==> src/rtl/mips_lite_core.sv <==
// Three-stage (IF / EX / WB) MIPS-subset core with a 16-bit address space.
// EX does decode, operand read, ALU, branch resolve and the data-memory access.
module mips_lite_core #(
  parameter logic [15:0] RESET_PC = 16'h0000
) (
  input  logic        Clock,
  input  logic        Reset,
  input  logic [31:0] InstrMem,
  output logic [15:0] InstrAddr,
  input  logic [31:0] MemData,
  output logic [31:0] WriteData,
  output logic [15:0] MemAddr,
  output logic        MemWrite,
  output logic        MemRead,
  input  logic [4:0]  RegAddr,
  output logic [31:0] RegData
);

  logic [15:0] pc, pc_ex, npc, tgt, seq;
  logic [31:0] ir;
  logic [1:0]  vld_pipe;
  logic        wb_we;
  logic [4:0]  wb_rd;
  logic [31:0] wb_data;
  logic [31:0] rf [32];

  logic [5:0]  op, funct;
  logic [4:0]  rs_a, rt_a, rd_a, shamt, dst;
  logic [15:0] imm;
  logic [31:0] simm, zimm, rs_v, rt_v, res;
  logic        we, mrd, mwr, take;

  assign op    = ir[31:26];
  assign rs_a  = ir[25:21];
  assign rt_a  = ir[20:16];
  assign rd_a  = ir[15:11];
  assign shamt = ir[10:6];
  assign funct = ir[5:0];
  assign imm   = ir[15:0];
  assign simm  = {{16{imm[15]}}, imm};
  assign zimm  = {16'h0000, imm};
  assign seq   = pc_ex + 16'd4;

  // Reads bypass the value retiring from WB this cycle, so a result is usable next instruction.
  assign rs_v    = (rs_a == 5'd0) ? 32'd0 : (wb_we && wb_rd == rs_a) ? wb_data : rf[rs_a];
  assign rt_v    = (rt_a == 5'd0) ? 32'd0 : (wb_we && wb_rd == rt_a) ? wb_data : rf[rt_a];
  assign RegData = (RegAddr == 5'd0) ? 32'd0 :
                   (wb_we && wb_rd == RegAddr) ? wb_data : rf[RegAddr];

  always_comb begin
    res  = '0;
    we   = 1'b0;
    dst  = rd_a;
    mrd  = 1'b0;
    mwr  = 1'b0;
    take = 1'b0;
    tgt  = seq + {imm[13:0], 2'b00};
    case (op)
      6'h00: begin
        we = 1'b1;
        case (funct)
          6'h20, 6'h21: res = rs_v + rt_v;
          6'h22, 6'h23: res = rs_v - rt_v;
          6'h24: res = rs_v & rt_v;
          6'h25: res = rs_v | rt_v;
          6'h26: res = rs_v ^ rt_v;
          6'h27: res = ~(rs_v | rt_v);
          6'h2A: res = {31'd0, $signed(rs_v) < $signed(rt_v)};
          6'h2B: res = {31'd0, rs_v < rt_v};
          6'h00: res = rt_v << shamt;
          6'h02: res = rt_v >> shamt;
          6'h03: res = $signed(rt_v) >>> shamt;
          6'h04: res = rt_v << rs_v[4:0];
          6'h06: res = rt_v >> rs_v[4:0];
          6'h07: res = $signed(rt_v) >>> rs_v[4:0];
          6'h08: begin we = 1'b0; take = 1'b1; tgt = rs_v[15:0]; end
          default: we = 1'b0;
        endcase
      end
      6'h08, 6'h09: begin dst = rt_a; we = 1'b1; res = rs_v + simm; end
      6'h0A: begin dst = rt_a; we = 1'b1; res = {31'd0, $signed(rs_v) < $signed(simm)}; end
      6'h0B: begin dst = rt_a; we = 1'b1; res = {31'd0, rs_v < simm}; end
      6'h0C: begin dst = rt_a; we = 1'b1; res = rs_v & zimm; end
      6'h0D: begin dst = rt_a; we = 1'b1; res = rs_v | zimm; end
      6'h0E: begin dst = rt_a; we = 1'b1; res = rs_v ^ zimm; end
      6'h0F: begin dst = rt_a; we = 1'b1; res = {imm, 16'h0000}; end
      6'h23: begin dst = rt_a; we = 1'b1; mrd = 1'b1; res = rs_v + simm; end
      6'h2B: begin mwr = 1'b1; res = rs_v + simm; end
      6'h04: take = (rs_v == rt_v);
      6'h05: take = (rs_v != rt_v);
      6'h02: begin take = 1'b1; tgt = {seq[15:12], ir[9:0], 2'b00}; end
      6'h03: begin
        take = 1'b1;
        tgt  = {seq[15:12], ir[9:0], 2'b00};
        we   = 1'b1;
        dst  = 5'd31;
        res  = {16'h0000, pc_ex + 16'd8};
      end
      default: ;
    endcase
    we   = we && vld_pipe[0] && (dst != 5'd0);
    mrd  = mrd && vld_pipe[0];
    mwr  = mwr && vld_pipe[0];
    take = take && vld_pipe[0];
  end

  assign npc       = take ? tgt : pc + 16'd4;
  assign InstrAddr = pc;
  assign MemAddr   = res[15:0];
  assign WriteData = rt_v;
  assign MemWrite  = mwr;
  assign MemRead   = mrd;

  always_ff @(posedge Clock or posedge Reset) begin
    if (Reset) begin
      pc       <= RESET_PC;
      pc_ex    <= '0;
      ir       <= '0;
      vld_pipe <= '0;
      wb_we    <= 1'b0;
      wb_rd    <= '0;
      wb_data  <= '0;
    end else begin
      pc       <= npc;
      pc_ex    <= pc;
      ir       <= InstrMem;
      vld_pipe <= {vld_pipe[0], 1'b1};
      wb_we    <= we;
      wb_rd    <= dst;
      wb_data  <= mrd ? MemData : res;
    end
  end

  always_ff @(posedge Clock or posedge Reset) begin
    if (Reset) begin
      for (int i = 0; i < 32; i++) rf[i] <= '0;
    end else if (wb_we && vld_pipe[1]) begin
      rf[wb_rd] <= wb_data;
    end
  end

endmodule

==> config.mk <==
export PLATFORM = sky130hd
export DESIGN_NAME = mips_lite_core
export DESIGN_NICKNAME = d
export VERILOG_FILES = /design/src/rtl/mips_lite_core.sv
export SDC_FILE = /design/constraint.sdc
export NUM_CORES = 2
export LEC_CHECK = 0
export CORE_MARGIN = 2
export CORE_UTILIZATION = 35
export CTS_BUF_LIST = sky130_fd_sc_hd__clkbuf_2 sky130_fd_sc_hd__clkbuf_4 sky130_fd_sc_hd__clkbuf_8
export DETAILED_ROUTE_END_ITERATION = 6
export PLACE_DENSITY_LB_ADDON = 0.25
export SYNTH_ARGS = -nofsm -noshare
export SYNTH_HDL_FRONTEND = slang
export SYNTH_SLANG_ARGS = --single-unit
export TNS_END_PERCENT = 50
==> constraint.sdc <==
create_clock -name Clock -period 51.5 [get_ports Clock]
set_input_delay 10.3 -clock Clock [delete_from_list [all_inputs] [get_ports Clock]]
set_output_delay 10.3 -clock Clock [all_outputs]
set_load 0.005 [all_outputs]
==> results.yml <==
floorplan:
  start_util: 0.353
  chipHeight_um: 491
  core.rowCount: 178
  die_area_um2: 241000
  io_pins: 169
  die_w_um: 491
  coreArea_um2: 236000
clocking:
  cts_tree: "done"
  h-tree-depth: 4
  cts_root_buffer: "clkbuf_8"
  clkTransAtPathRegs_ns: 0.05
  clk-insertion-delay-late_ns: 1.02
  cts_hold_buf: 0
  cts.sinks: 1128
  cts_made_buffers: 205
  cts-resized-gates: 0
  cts_max_path_buffers: 3
  cts_setup_buffers: 0
sta:
  final.setup.worst_slack_ns: 26.31
  fmax_mhz: 39.7
  layout_min_cycle_time_ns: 25.19
  setup_viol: 0
  worst_pin_slew_ns: 1.35
  maxSlewHeadroom: 0.0974
  final.setup.tns_ns: 0
  fin_skew_ns: 0.0758
  fin_crit_sh: 0.489
  rsz0062_at_grt: "false"
  slew_violations: 0
  hold_violations: 0
drt:
  drtIter0Drc: 9023
  num_vias: 67700
  routedWlPerCell_um: 36.0
  via_per_inst: 6.58
  remaining_drc_errors: 0
  dr.pass1.iters: 6
  drt_wl_total_um: 371000
  antenna_left: 0
placed_design:
  dp_cells: 9934
  pre_cts_ws_ns: 26.47
  gp_congestion: 1.04
  hpwl_um: 244000
  portBuffers: 168
final_layout:
  multi_input_area_um2: 51900
  areaGrowthSynthToFinish_pct: 12.1
  fill_cells: 22500
  drive_gt1_frac: 0.359
  seq_area_um2: 28300
  nets: 7262
  final_core_util: 0.395
  fin_cells: 10300
pwr:
  power.total_mw: 2.27
  p_leak_nw: 40.4
  ir_worst_vdd_v: 0.0000290
  power_density_nw_per_um2: 24.4
synth:
  syn_nets: 7273
  ys_seq_elements: 1128
  syn_area_um2: 83100
  avgSynthCellArea_um2: 11.9
  synth_edf_count: 0
  synth-main-ff-cell: "dfrtp_1"
  synth_top_area_cell: "dfrtp_1"
  synth-warning-count: 0
  synthArstFlopShare: 1.00
  synth_most_common_cell: "dfrtp_1"
  netlist_top_cells_count: "dfrtp_1, mux2_2, mux4_2, clkbuf_1, mux2i_1"
  ys_seq_area_frac: 0.340
  synth_top_area_share: 0.340
  synth.distinct_cells: 98
  synth.area.top_cells: "dfrtp_1, mux4_2, mux2_2"
  syn_inst: 7002
min_path:
  hold_end: "pc_ex[0]"
  hold_start: "InstrAddr[0]"
  hp-class: "flop to flop"
  hold_depth: 0
setup_path:
  crit_path_max_fanout: 64
  startpoint_type: "primary input"
  r2r-start: "ir[16]"
  r2r-end: "wb_data[25]"
  arrival_ns: 14.89
  worstPathRequired_ns: 41.20
  cp-end-kind: "output port"
  regToRegSetupSlack_ns: 41.58
  critical_path_class: "primary input to output port"
  rr_worst_depth: 22
job:
  timing.max_cap.violations: 0
global_routing:
  grt_pass1_wl_um: 525000
  grt.overflow.total: 0
  antenna_found_initial: 19
  grt_max_degree: 143
  grt_pass1_vias: 66400
  grt_use_total: 0.301
outcome:
  outcome: "finished, final reports clean"
-- how the worst max path moves through the flow --
| stage | start | end | slack, ns |
|---|---|---|---|
| CTS | RegAddr[2] | RegData[21] | 26.44 |
| global route | RegAddr[1] | RegData[22] | 26.27 |
| floorplan | Reset | InstrAddr[0] | 9.43 |
| detailed placement | RegAddr[2] | RegData[21] | 26.47 |
| global placement | RegAddr[2] | RegData[21] | 26.43 |
| finish | RegAddr[2] | RegData[28] | 26.31 |
-- layout make-up --
class                      instances  area share
clock inverter                    51     0.00658
tap                             3150      0.0423
timing repair buffer             452      0.0419
sequential                      1128       0.303
inverter                         166     0.00680
multi-input combinational       5038       0.557
antenna                            5    0.000134
clock buffer                     306      0.0417
-- cells by family after synthesis --
family	synth area share
adders and majority gates	0.0305
buffers and inverters	0.0419
other	0.0000451
AOI/OAI and AO/OA	0.107
and+or+nand+nor	0.0652
xor gates and xnor gates	0.0149
muxes	0.401
DFF	0.340
-- placed cells by master, fill, tap and decap left out, drive strengths merged, types with 33 or more instances in the layout --
master,Yosys,final
mux2,1006,1006
nand4,35,35
o21ai,200,200
clkbuf,480,307
mux4,779,779
mux2i,443,443
dfrtp,1128,1128
a22o,35,35
a21oi,282,282
nor2,389,389
clkdlybuf4s50,0,163
nand3,71,71
nor2b,40,40
xnor2,104,104
a31oi,36,36
o22ai,79,79
nand2,361,361
inv,165,173
ha,196,196
nor3,83,83
a211oi,151,151
a22oi,116,116
buf,190,288
xor2,35,35
a221oi,33,33
-- metal layers --
metal / vias to the layer above / track usage / part of all wire
li1: 27200 / - / -
met1: 35500 / 0.405 / 0.40
met2: 4176 / 0.448 / 0.44
met3: 919 / 0.0725 / 0.098
met4: 10 / 0.159 / 0.061
met5: - / 0.00139 / 0.00025
-- metrics by stage --
step / cell area [µm²] / hold slack, ns
2_1_floorplan: 83100 / 0.369
4_1_cts: 93100 / 0.424
5_1_grt: 93100 / 0.435
3_5_place_dp: 88600 / 0.404
6_report: 93100 / 0.423
3_3_place_gp: 88600 / 0.402
-- where the power goes --
part / switching [mW] / total (mW) / internal [mW]
logic: 0.242 / 0.386 / 0.144
clock network: 0.421 / 0.949 / 0.528
registers: 0.0367 / 0.940 / 0.903
total: 0.699 / 2.27 / 1.58
-- sequential cells by signal (all words and copies together), names as in the netlist --
register,count
wb_rd,5
wb_data,32
wb_we,1
InstrAddr,16
vld_pipe,2
ir,32
rf,1024
pc_ex,16
-- worst max-delay path: stages --
cell,delay [ns]
clkbuf_8,0.43
buf_4,0.76
buf_4,0.72
mux4_2,0.35
mux2i_1,0.07
a211oi_1,0.30
a21oi_1,0.12
a211oi_1,0.90
clkdlybuf4s50_1,0.67
(Power assumes the default switching activity.)
